**config.mk**
```make
export PLATFORM = sky130hd
export DESIGN_NAME = sys_bridge_n
export DESIGN_NICKNAME = d
export VERILOG_FILES = /design/src/rtl/bridge_pkg.sv /design/src/rtl/bridge_rd_extract.sv /design/src/rtl/sys_bridge_n.sv
export SDC_FILE = /design/constraint.sdc
export NUM_CORES = 1
export LEC_CHECK = 0
export CORE_MARGIN = 5
export CORE_UTILIZATION = 44
export CTS_BUF_LIST = sky130_fd_sc_hd__clkbuf_16
export DETAILED_ROUTE_END_ITERATION = 8
export MAX_ROUTING_LAYER = met4
export PLACE_DENSITY = 0.95
export SYNTH_ARGS = -nofsm -noshare
export SYNTH_HDL_FRONTEND = slang
export SYNTH_SLANG_ARGS = --single-unit
```
**constraint.sdc**
```tcl
create_clock -name clk -period 5.7 [get_ports clk]
set_input_delay 1.14 -clock clk [delete_from_list [all_inputs] [get_ports clk]]
set_output_delay 1.14 -clock clk [all_outputs]
set_load 0.05 [all_outputs]
```
**src/rtl/bridge_pkg.sv**
```systemverilog
// Shared definitions for the CPU-device system bridge: FSM states,
// byte-enable patterns and the device slot size.
package bridge_pkg;

  typedef enum logic [1:0] {
    IDLE   = 2'd0,
    ACCESS = 2'd1,
    DONE   = 2'd2
  } state_t;

  localparam logic [3:0] BE_NONE = 4'b0000;
  localparam logic [3:0] BE_WORD = 4'b1111;
  localparam logic [3:0] BE_B0   = 4'b0001;
  localparam logic [3:0] BE_B1   = 4'b0010;
  localparam logic [3:0] BE_B2   = 4'b0100;
  localparam logic [3:0] BE_B3   = 4'b1000;
  localparam logic [3:0] BE_H0   = 4'b0011;
  localparam logic [3:0] BE_H1   = 4'b1100;

  localparam int SLOT_BYTES = 16;

endpackage

```
**src/rtl/bridge_rd_extract.sv**
```systemverilog
// Byte/halfword extraction of a device read word with sign or zero extension.
module bridge_rd_extract
  import bridge_pkg::*;
(
  input  logic [31:0] w,
  input  logic [3:0]  be,
  input  logic        is_unsigned,
  output logic [31:0] rd
);

  logic [7:0]  b;
  logic [15:0] h;
  logic        sub_byte;
  logic        sub_half;

  // NOTE: every signal written here gets a default first so no path leaves it unassigned (no latch).
  always_comb begin
    b        = 8'h00;
    h        = 16'h0000;
    sub_byte = 1'b0;
    sub_half = 1'b0;
    case (be)
      BE_B0: begin b = w[7:0];   sub_byte = 1'b1; end
      BE_B1: begin b = w[15:8];  sub_byte = 1'b1; end
      BE_B2: begin b = w[23:16]; sub_byte = 1'b1; end
      BE_B3: begin b = w[31:24]; sub_byte = 1'b1; end
      BE_H0: begin h = w[15:0];  sub_half = 1'b1; end
      BE_H1: begin h = w[31:16]; sub_half = 1'b1; end
      default: ;
    endcase
  end

  always_comb begin
    rd = w;
    if (sub_byte)
      rd = {{24{~is_unsigned & b[7]}}, b};
    else if (sub_half)
      rd = {{16{~is_unsigned & h[15]}}, h};
  end

endmodule

```
**src/rtl/sys_bridge_n.sv**
```systemverilog
// CPU-device system bridge: NDEV 16-byte slots, wait-state/timeout handshake,
// sub-word read extraction, interrupt sync. Optional mask: BRIDGE_IRQ_MASK_EN.
module sys_bridge_n
  import bridge_pkg::*;
#(
  parameter int          NDEV      = 3,
  parameter logic [31:0] BASE      = 32'h0000_7F00,
  parameter int          TIMEOUT   = 15,
  parameter logic [31:0] MASK_ADDR = 32'h0000_7FF0
) (
  input  logic                 clk,
  input  logic                 reset,
  input  logic                 PrReq,
  input  logic [29:0]          PrAddr,
  input  logic [31:0]          PrWD,
  input  logic                 PrWe,
  input  logic [3:0]           BE,
  input  logic                 PrUnsigned,
  output logic [31:0]          PrRD,
  output logic                 PrAck,
  output logic                 PrErr,
  output logic [5:0]           HWInt,
  output logic [1:0]           DEV_Addr,
  output logic [31:0]          DEV_WD,
  output logic [NDEV-1:0]      DEV_Sel,
  output logic [NDEV-1:0]      DEV_we,
  input  logic [32*NDEV-1:0]   DEV_RD,
  input  logic [NDEV-1:0]      DEV_Ready,
  input  logic [NDEV-1:0]      DEV_IRQ
);

`ifdef BRIDGE_IRQ_MASK_EN
  localparam bit MASK_EN = 1'b1;
`else
  localparam bit MASK_EN = 1'b0;
`endif
  localparam logic [7:0] TIMEOUT_CNT = 8'(TIMEOUT);

  state_t          state_q, state_d;
  logic [NDEV-1:0] hit, sel_q, irq_q, irq_mask;
  logic            mask_hit, mask_q, any_hit;
  logic            we_q, uns_q, err_q;
  logic            complete, timed_out, ready_sel;
  logic [1:0]      addr_q;
  logic [3:0]      be_q;
  logic [31:0]     wd_q, rd_q, word, rd_ext;
  logic [7:0]      cnt_q;

  always_comb begin
    hit = '0;
    for (int i = 0; i < NDEV; i++)
      hit[i] = (PrAddr[29:2] == 28'((BASE + 32'(SLOT_BYTES * i)) >> 4));
  end

  assign mask_hit = MASK_EN && (PrAddr == MASK_ADDR[31:2]);
  assign any_hit  = (|hit) | mask_hit;

  // The mask register behaves as a slot that is always ready.
  always_comb begin
    word = '0;
    for (int i = 0; i < NDEV; i++)
      if (sel_q[i]) word = DEV_RD[32*i +: 32];
    if (mask_q) word = 32'(irq_mask);
  end

  assign ready_sel = (|(DEV_Ready & sel_q)) | mask_q;

  bridge_rd_extract u_extract (
    .w           (word),
    .be          (be_q),
    .is_unsigned (uns_q),
    .rd          (rd_ext)
  );

  always_comb begin
    state_d   = state_q;
    complete  = 1'b0;
    timed_out = 1'b0;
    case (state_q)
      IDLE:   if (PrReq) state_d = any_hit ? ACCESS : DONE;
      ACCESS: begin
        if (ready_sel) begin
          state_d  = DONE;
          complete = 1'b1;
        end else if (cnt_q == TIMEOUT_CNT) begin
          state_d   = DONE;
          timed_out = 1'b1;
        end
      end
      DONE:    state_d = IDLE;
      default: state_d = IDLE;
    endcase
  end

  // NOTE: sequential state uses non-blocking assignments so every register samples pre-edge values.
  always_ff @(posedge clk) begin
    if (reset) begin
      state_q <= IDLE;
      sel_q   <= '0;
      mask_q  <= 1'b0;
      we_q    <= 1'b0;
      uns_q   <= 1'b0;
      be_q    <= '0;
      addr_q  <= '0;
      wd_q    <= '0;
      rd_q    <= '0;
      err_q   <= 1'b0;
      cnt_q   <= '0;
      irq_q   <= '0;
    end else begin
      state_q <= state_d;
      irq_q   <= DEV_IRQ;
      case (state_q)
        IDLE: if (PrReq) begin
          addr_q <= PrAddr[1:0];
          wd_q   <= PrWD;
          we_q   <= PrWe;
          be_q   <= BE;
          uns_q  <= PrUnsigned;
          sel_q  <= hit;
          mask_q <= mask_hit;
          cnt_q  <= '0;
          err_q  <= ~any_hit;
          if (!any_hit) rd_q <= '0;
        end
        ACCESS: begin
          if (complete) begin
            err_q <= 1'b0;
            if (!we_q) rd_q <= rd_ext;
          end else if (timed_out) begin
            err_q <= 1'b1;
          end else begin
            cnt_q <= cnt_q + 8'd1;
          end
        end
        default: ;
      endcase
    end
  end

`ifdef BRIDGE_IRQ_MASK_EN
  always_ff @(posedge clk) begin
    if (reset)
      irq_mask <= '1;
    else if (state_q == ACCESS && mask_q && we_q)
      irq_mask <= wd_q[NDEV-1:0];
  end
`else
  assign irq_mask = '1;
`endif

  assign PrRD     = rd_q;
  assign PrAck    = (state_q == DONE);
  assign PrErr    = PrAck & err_q;
  assign DEV_Addr = addr_q;
  assign DEV_WD   = wd_q;
  assign DEV_Sel  = sel_q & {NDEV{state_q == ACCESS}};
  assign DEV_we   = sel_q & {NDEV{(state_q == ACCESS) & we_q}};
  assign HWInt    = 6'(irq_q & irq_mask);

endmodule

```
==> run metrics <==
area of all placed cells without fillers=0.00775 mm^2; WHS=0.453 ns; Placed Area=0.00746 mm^2; area grow syn2layout=56.0%; Required @ worst endpoint=5.97 ns; CTS Hold Bufs=0; GRT Overall Usage=26.8%; Post-synth EDFFs=0; Worst Hold Class=register to register; r2r startpoint=sel_q[2]$_SDFFE_PP0P_; syn_area_per_cell=7.71 um^2; DRC violations left=0; most common cell after layout, fill and taps aside=clkdlybuf4s50_1; Initial Util=45.4%; Hold Crit Start=DEV_WD[10]$_SDFFE_PP0P_; Post-synth top flop=dfxtp_1; max-cap violations=0; chip width=116 um; DPL Wire Length=14.3 mm; initial antenna violation count=0; final WL=18.7 mm; vias=5,679; Setup crit start kind=primary input; root buf cell=clkbuf_16; H-tree depth=3; vias in the first global route=5,464; deepest clock path buffer count=2; Die Area=0.0135 mm^2; Setup crit start=DEV_RD[47]; Slew Viols, Final=0; core area=0.0109 mm^2; Mapped Area=0.00497 mm^2; CTS clk-pin slew, worst paths=0.07 ns; Worst Skew=0.00795 ns; clk sinks=89; WHS Path Cells=2; Critical Path Max Stage Delay=0.97 ns; status=finished, final reports clean; nets=1,028; P_leak=2.65 nW; routed wire length per instance=18.7 um; Yosys top cell by area=dfxtp_1; IO Count=253; Psw=0.000463 W; sequential area share after synthesis=35.9%; most area-consuming cells after synthesis=dfxtp_1 36%, nand2_1 10%, a21oi_1 10%; Post-CTS Setup Inserts=0; cells on worst reg2reg path=5; slowest CP cell=a31oi_2; Cells after DPL=983; global-route wire length before repair=27.6 mm; combinational power share=21.2%; critical path, cell by cell=clkdlybuf4s50_1, a21oi_1, a2111oi_0, o211ai_1, a31oi_2, a22o_1; gr ovfl total=0; crit path max fanout=24; Slew Limit Headroom=14.2%; setup tns final=0 ns; initial drt markers=519; Pint=0.00112 W; Arr. time, crit path=4.09 ns; Reg power frac=41.7%; YS warnings=0; Gate Count Post-Synth=644; clock share of power=37.1%; largest net degree at the start of global routing=69; routability congestion estimate=0.947; CTS tree=yes; fin util=70.9%; Port Buffers=249; Slew @ Worst Pin=1.29 ns; Layout Cells excl Fill=1,000; Worst-Skew Late Latency=0.34 ns; Synth top area share=35.9%; asr flop ratio synth=0%; Yosys reg bits=89; Final Hold Violating Endpoints=0; fin crit share=67.0%; fmax=262 MHz; endpoint type of the worst setup path=register; worst IR drop on VDD=159 uV; TritonRoute pass-1 iters=5; Setup CP Type=primary input to register; Yosys cell types=57; Die H=116 um; Net Sw Frac=29.3%; share of layout cells above drive strength 1=5.12%; PostCTS Resize Cnt=0; Final min period=3.82 ns; vias per cell=5.68; unrepaired setup endpoints after global routing=false; most frequent cells in the layout=248 x clkdlybuf4s50_1, 135 x nand2_1, 99 x a21oi_1; antenna viol nets, final=0; power per cell area=204 mW/mm^2; row count=38; Inserted Clock Buffers=9; Setup-failing EPs final=0
==> flip-flops by register name, indices dropped and copies added (netlist names), 2 cells and up <==
signal / flops
DEV_Addr: 2
DEV_WD: 32
sel_q: 3
be_q: 4
state_q: 2
irq_q: 3
PrRD: 32
cnt_q: 8
==> synth_stat cells (3+ instances only) <==
library cell,number
a211oi_1,6
a21oi_1,99
a221oi_1,6
a22o_1,24
a32o_1,8
a32oi_1,3
and2_1,5
and3_1,4
buf_2,4
buf_4,7
clkbuf_1,45
dfxtp_1,89
inv_1,6
nand2_1,135
nand2b_1,6
nand3_1,21
nand3b_1,27
nor2_1,18
nor2b_1,37
nor3_1,3
o211ai_1,19
o21ai_0,4
o221ai_1,6
o311ai_0,7
or2_2,3
or4_1,9
xnor2_1,6
==> power groups by stage <==
stage                     Clock, W  Combinational [W]  Sequential (W)
final                     0.000586           0.000335        0.000660
after global routing      0.000616           0.000355        0.000662
after CTS                 0.000596           0.000334        0.000659
after detailed placement         0           0.000332        0.000673
after global placement           0           0.000327        0.000672
after floorplan                  0           0.000113        0.000716
==> path summary, 6_finish.rpt <==
check                                               end  slack (ns)
worst min-delay path            DEV_WD[10]$_SDFFE_PP0P_        0.45
worst max-delay path              PrRD[19]$_SDFFE_PP0P_        1.88
worst min register to register  DEV_WD[10]$_SDFFE_PP0P_        0.45
worst max register to register    PrRD[19]$_SDFFE_PP0P_        2.05
==> critical path: cells and delay by family <==
kind | cells | cell delay, ns
compound gates | 5 | 2.49
buf+inv | 1 | 0.46
==> stage by stage <==
| step | setup slack [ns] | power, W |
|---|---|---|
| after detailed placement | 1.69 | 0.00101 |
| after global placement | 1.77 | 0.000999 |
| final | 1.88 | 0.00158 |
| after global routing | 1.85 | 0.00163 |
| after floorplan | 2.50 | 0.000829 |
| after CTS | 2.03 | 0.00159 |
==> area by class of cell <==
class	count	area, um^2
clock buffers	9	225
well taps	140	175
diodes	1	2.50
multi-input cells	491	2930
repair buffers	256	2540
inverters	7	26.3
flip-flops and latches	89	1780
clock inverters	7	65.1
fillers	838	3190
==> per-layer routing <==
layer  vias up  global-route usage [%]  wire (um)
li1       2733                       -          -
met2       331                    44.9       9110
met4         0                    9.05        463
met5         -                       -          0
met3        38                    6.84       1930
met1      2577                    31.3       7150
==> cell families after synthesis <==
family | count (synthesis) | synth area share [%]
AOI/OAI and AO/OA | 195 | 27.2
xor gates and xnor gates | 7 | 1.23
adders and majority gates | 1 | 0.252
buffers and inverters | 66 | 5.77
DFF | 89 | 35.9
muxes | 2 | 0.428
other | 1 | 0.0755
and+or+nand+nor | 283 | 29.1
(Power assumes the default switching activity.)
